--- src/rtl/checkout_tally.sv ---
// Checkout-lane tally: synchronizes the scan/clear buttons and checker flags,
// counts scanned and discounted items, and latches a blinking theft alarm.
module checkout_tally #(
    parameter int MAX_ITEMS    = 15,
    parameter int BLINK_CYCLES = 25_000_000
) (
    input  logic       clk,
    input  logic       reset,
    input  logic       scan,
    input  logic       clear,
    input  logic       discount,
    input  logic       stolen,
    output logic [3:0] item_count,
    output logic [3:0] disc_count,
    output logic       full,
    output logic       alarm,
    output logic       alarm_blink
);

    localparam int            CW         = $clog2(BLINK_CYCLES);
    localparam logic [3:0]    MAX_C      = 4'(MAX_ITEMS);
    localparam logic [CW-1:0] BLINK_LAST = CW'(BLINK_CYCLES - 1);

    typedef enum logic {
        ST_IDLE  = 1'b0,
        ST_ALARM = 1'b1
    } state_e;

    state_e        state_q, state_d;
    logic [2:0]    scan_sync_q, clear_sync_q;
    logic [1:0]    disc_sync_q, stolen_sync_q;
    logic [3:0]    item_q, item_d;
    logic [3:0]    disc_q, disc_d;
    logic [CW-1:0] blink_cnt_q, blink_cnt_d;
    logic          blink_q, blink_d;

    logic scan_p, clear_p, disc_s, stolen_s;

    // Flags come off the 2nd flop so they line up with the edge-detect pulses.
    assign scan_p   = scan_sync_q[1] & ~scan_sync_q[2];
    assign clear_p  = clear_sync_q[1] & ~clear_sync_q[2];
    assign disc_s   = disc_sync_q[1];
    assign stolen_s = stolen_sync_q[1];

    always_ff @(posedge clk) begin
        if (reset) begin
            scan_sync_q   <= '0;
            clear_sync_q  <= '0;
            disc_sync_q   <= '0;
            stolen_sync_q <= '0;
            state_q       <= ST_IDLE;
            item_q        <= '0;
            disc_q        <= '0;
            blink_cnt_q   <= '0;
            blink_q       <= 1'b0;
        end else begin
            scan_sync_q   <= {scan_sync_q[1:0], scan};
            clear_sync_q  <= {clear_sync_q[1:0], clear};
            disc_sync_q   <= {disc_sync_q[0], discount};
            stolen_sync_q <= {stolen_sync_q[0], stolen};
            state_q       <= state_d;
            item_q        <= item_d;
            disc_q        <= disc_d;
            blink_cnt_q   <= blink_cnt_d;
            blink_q       <= blink_d;
        end
    end

    always_comb begin
        state_d = state_q;
        case (state_q)
            ST_IDLE:  if (!clear_p && scan_p && stolen_s) state_d = ST_ALARM;
            ST_ALARM: if (clear_p) state_d = ST_IDLE;
            default:  state_d = ST_IDLE;
        endcase
    end

    // Clear beats scan; a stolen item still occupies a slot but never earns a discount.
    always_comb begin
        item_d = item_q;
        disc_d = disc_q;
        if (state_q == ST_IDLE) begin
            if (clear_p) begin
                item_d = '0;
                disc_d = '0;
            end else if (scan_p && (item_q < MAX_C)) begin
                item_d = item_q + 4'd1;
                if (disc_s && !stolen_s) disc_d = disc_q + 4'd1;
            end
        end
    end

    always_comb begin
        blink_cnt_d = '0;
        blink_d     = 1'b0;
        if (state_d == ST_ALARM) begin
            if (state_q == ST_IDLE) begin
                blink_d = 1'b1;
            end else if (blink_cnt_q == BLINK_LAST) begin
                blink_d = ~blink_q;
            end else begin
                blink_cnt_d = blink_cnt_q + CW'(1);
                blink_d     = blink_q;
            end
        end
    end

    always_comb begin
        item_count  = item_q;
        disc_count  = disc_q;
        full        = (item_q == MAX_C);
        alarm       = (state_q == ST_ALARM);
        alarm_blink = blink_q;
    end

endmodule

--- config.mk ---
export PLATFORM = sky130hd
export DESIGN_NAME = checkout_tally
export DESIGN_NICKNAME = d
export VERILOG_FILES = /design/src/rtl/checkout_tally.sv
export SDC_FILE = /design/constraint.sdc
export NUM_CORES = 1
export LEC_CHECK = 0
export BUFFER_PORTS_ARGS = -buffer_cell sky130_fd_sc_hd__buf_2
export CORE_MARGIN = 2
export CORE_UTILIZATION = 40
export CTS_BUF_LIST = sky130_fd_sc_hd__clkbuf_2
export CTS_CLUSTER_DIAMETER = 150
export CTS_CLUSTER_SIZE = 28
export DETAILED_ROUTE_END_ITERATION = 6
export PLACE_DENSITY_LB_ADDON = 0.2
export SLEW_MARGIN = 20
export SYNTH_ARGS = -nofsm -noshare
export SYNTH_HDL_FRONTEND = slang
export SYNTH_SLANG_ARGS = --single-unit
--- constraint.sdc ---
create_clock -name clk -period 2.2 [get_ports clk]
set_clock_uncertainty 0.15 [all_clocks]
set_input_delay 0.11 -clock clk [delete_from_list [all_inputs] [get_ports clk]]
set_output_delay 0.11 -clock clk [all_outputs]
set_load 0.01 [all_outputs]
**Word-level counts from Yosys, hierarchy flattened**

Cells that the tools add are included.

- Register bits after elaboration: 45
- Input port bits: 6
- Output and inout bits: 11
- Logic and storage cells: 45

- Add/sub/neg operators: 3
- $lt $le $gt $ge: 1
- Eq/ne operators: 3
- Muxes and demuxes: 10
- Bitwise operators: 7
- Reductions and logical operators: 12

Operators with widths:

| operator | number |
|---|---|
| $add 25x1->25 const B | 1 |
| $eq 25x25->1 const B | 1 |
| $mux 4 | 5 |
| $add 4x1->4 const B | 2 |
| $not 1->1 | 5 |
| $eq 4x4->1 const B | 1 |
| $logic_and 1x1->1 | 4 |
| $lt 4x4->1 const B | 1 |
| $mux 1 | 4 |
| $reduce_bool 2->1 | 2 |
| $reduce_or 4->1 | 1 |
| $reduce_and 3->1 | 1 |
| $and 1x1->1 | 2 |
| $logic_not 1->1 | 2 |
| $ne 2x1->1 const B | 1 |
| $pmux 1 s2 | 1 |
| $reduce_and 2->1 | 1 |
| $reduce_or 2->1 | 1 |

**Logic depth before layout (Yosys ltp)**

- Word-level depth: 9
- Depth in mapped cells: 6
- Gate-level depth less buffers: 5

**Least setup slack after synthesis**

OpenSTA, ideal clock, no wires.

- Kind: register to register
- Start: register blink_cnt_q[2]
- End: register blink_cnt_q[23]
- Library setup time: 0.066 ns
- Data arrival time: 1.482 ns
- Data required time: 1.984 ns
- Slack: 0.502 ns
- Stages on the path, launching flop included: 7
- Buffers on the path: 2
- Clock period less this slack: 1.698 ns
- Path through: dfxtp_1 and4_1 buf_4 nand4_4 buf_6 or4_4 a21oi_2

- Longest elaborated chain between the ends: 2
- Elaborated cells between the ends (all ways): 3
- Those cells by class: add/sub: 1; eq/ne: 1; reduce/logical: 1

RTL lines:

| what | line | RTL |
|---|---|---|
| start, declared | 34 | `logic [CW-1:0] blink_cnt_q, blink_cnt_d;` |
| start signal, assigned | 64 | `blink_cnt_q <= blink_cnt_d;` |
| branches (longest 2 deep; another with $add 25x1->25) | -- |  |

Several ways; the timed one is not identified.
A chain may end at the register's enable or synchronous reset.

**Final worst setup path**

- Start: register blink_cnt_q[2]
- End: register blink_cnt_q[24]

Same word-level chain as after synthesis.

==> flow_summary.toml <==
[worst_setup_path]
r2r-end = "blink_cnt_q[24]$_SDFF_PP0_"
crit_arrival_ns = 2.21
critical_path.max_fanout = 14
regToRegSetupSlack_ns = 0.19
r2r-start = "blink_cnt_q[2]$_SDFF_PP0_"
cp-start-kind = "flip-flop"
path_class = "reg2reg"
cp-end-kind = "flip-flop"
worst_r2r_path_depth = 4
crit_required_ns = 2.40

[yosys]
synth_ff_type = "dfxtp_1"
synth_edf_count = 0
synthTopCellsByArea = "dfxtp_1, a21oi_1, nor2b_1"
synthXorXnorAreaFrac_pct = 4.46
post_synth.cell_area_avg_um2 = 8.97
syn_nets = 228
yosysTopAreaCell = "dfxtp_1"
yosys_warnings = 0
synth_top_area_share_pct = 45.9
synthArstFlopShare_pct = 0
ys_seq_elements = 45
synthCells = 219
synth_area_um2 = 1960
seq_area_frac_synth_pct = 45.9
ys_types = 36
synth_top_family_by_area = "simple AND/OR/NAND/NOR gates"
synthMuxAreaShare_pct = 0
synth_fa_ha_area_share_pct = 1.91
synth-simple-area-share_pct = 29.3
synth-compound-area-share_pct = 14.0

[detailed_routing]
via_per_inst = 5.25
avgRoutedWirePerCell_um = 11.8
drc = 0
via_count = 1632
drt_iter0_markers = 147
dr.pass1.iters = 4
routed_wl_um = 3670
antenna_left = 0

[global_route]
grt_pass1_wl_um = 6390
met2_usage_pct = 22.9
grt_pass1_vias = 1445
grt_use_met1_pct = 19.6
antenna_found_initial = 0
use_met3_pct = 4.88
grt.overflow.total = 0
grt_max_degree = 26
top_usage_layer = "met2"
grt_usage_pct = 14.8

[hold_path]
whs_path_depth = 1
hold-path-endpoint = "disc_sync_q[1]$_SDFF_PP0_"
hp-class = "reg2reg"
min_from = "disc_sync_q[0]$_SDFF_PP0_"

[clock_tree]
cts_sinks = 45
worstSkewPairLatency_ns = 0.40
cts_buffers = 5
cts_setup_buffers = 0
cts.reportedPaths.clkPinSlew_ns = 0.22
ctsLongestPathBuffers = 2
cts_max_level = 2
cts_tree = "yes"
root_buffer = "clkbuf_2"

[sta]
clock.fmax_ghz = 0.498
min_period_ns = 2.01
grt_setup_unrepaired = "no"
slew_headroom_pct = 65.4
finalCritPeriodShare_pct = 91.3
drv_slew = 0
final_hold_viol_count = 0
setup_violations = 0
finalWorstSetupSlack_ns = 0.191
setup_tns_ns = 0
worst_pin_slew_ns = 0.517

[finish]
multiInputGateArea_um2 = 976
stdcell_count = 311
fillCellCount = 499
final_util_pct = 47.3
drive_gt1_share_pct = 13.9
final_common_cell = "dfxtp_1"
final_cell_mix = "dfxtp_1, a21oi_1, buf_2, nor2_1, nor2b_1"
n_antenna_cell = 0
nNetsFinal = 253
area_delta_synth_final_pct = 13.6
seq_area_um2 = 901

[floorplan]
die_w_um = 74.1
coreArea_um2 = 4720
die_height_um = 74.1
start_util_pct = 41.6
pin_count = 17
row_count = 25
die_area_um2 = 5490

[power_and_ir_drop]
power.leakage_nw = 0.786
power_density_nw_per_um2 = 535
vdd_drop_max_mv = 0.300

[placed_design]
port_buffers = 16
post-place-ws_ns = 0.221
hpwlAfterDp_um = 2380
gp_congestion = 0.809
post-place-cells = 295

[flow_run]
maxCapViolations = 0

[outcome]
status = "finished clean"
how the worst max path moves through the flow:
stage                         startpoint                         end  slack, ns
5_1_grt        blink_cnt_q[2]$_SDFF_PP0_  blink_cnt_q[20]$_SDFF_PP0_       0.03
3_5_place_dp   blink_cnt_q[2]$_SDFF_PP0_  blink_cnt_q[24]$_SDFF_PP0_       0.22
6_report       blink_cnt_q[2]$_SDFF_PP0_  blink_cnt_q[24]$_SDFF_PP0_       0.19
3_3_place_gp   blink_cnt_q[2]$_SDFF_PP0_  blink_cnt_q[20]$_SDFF_PP0_       0.30
4_1_cts        blink_cnt_q[2]$_SDFF_PP0_  blink_cnt_q[24]$_SDFF_PP0_       0.18
2_1_floorplan  blink_cnt_q[2]$_SDFF_PP0_  blink_cnt_q[23]$_SDFF_PP0_       0.50
kinds of logic after synthesis:
family                   count (synthesis)
AND/OR/NAND/NOR                         93
AO/OA/AOI/OAI                           49
flip-flops                              45
buffers and inverters                   19
XOR/XNOR                                10
adder cells (fa/ha/maj)                  3
critical path, cell delays in order, from the launching register on:
cell     delay (ns)
dfxtp_1        0.44
and4_1         0.38
nand4_2        0.31
or4_1          0.55
a21oi_1        0.14
layout make-up:
| cell class | count | area share (%) |
|---|---|---|
| clock buffers | 6 | 1.35 |
| multi-input cells | 155 | 43.7 |
| repair buffers | 31 | 9.64 |
| well taps | 67 | 3.76 |
| flip-flops and latches | 45 | 40.4 |
| clock inverters | 1 | 0.168 |
| inverters | 6 | 1.01 |
sequential cells by signal (all words and copies together), names as in the netlist:
name           count
item_count         4
clear_sync_q       3
alarm_blink        1
stolen_sync_q      2
disc_count         4
alarm              1
disc_sync_q        2
scan_sync_q        3
blink_cnt_q       25
Yosys cell counts, types with 7 or more instances:
library cell   n
xor2_1         8
nor2_1        14
or3_1          7
o21ai_0       11
nand2_1        9
o31ai_1        7
a21oi_1       22
or4_1          7
dfxtp_1       45
nand3_1       10
nor2b_1       13
nand4_1       10
what timing repair did:
action                    CTS  global route
hold endpoints to repair   19             0
resized for setup           0             0
hold buffers                9             0
through the flow:
| step | hold slack, ns | area, um^2 | total power, mW |
|---|---|---|---|
| floorplan | 0.0882 | 1960 | 0.868 |
| global placement | 0.167 | 2110 | 0.879 |
| detailed placement | 0.174 | 2110 | 0.879 |
| CTS | 0.304 | 2230 | 1.22 |
| global route | 0.304 | 2230 | 1.26 |
| finish | 0.289 | 2230 | 1.19 |
where the power goes:
group	switching, mW	total, mW	leakage [nW]	internal [mW]
combinational	0.0199	0.0444	0.395	0.0246
sequential	0.00428	0.830	0.364	0.826
clock	0.246	0.320	0.0265	0.0742
layer usage:
metal / share of wire [%] / up-vias
li1: - / 840
met1: 51 / 765
met2: 44 / 23
met3: 3.6 / 4
met4: 1.3 / 0
met5: 0 / -
Power figures use the tool's default switching activity.
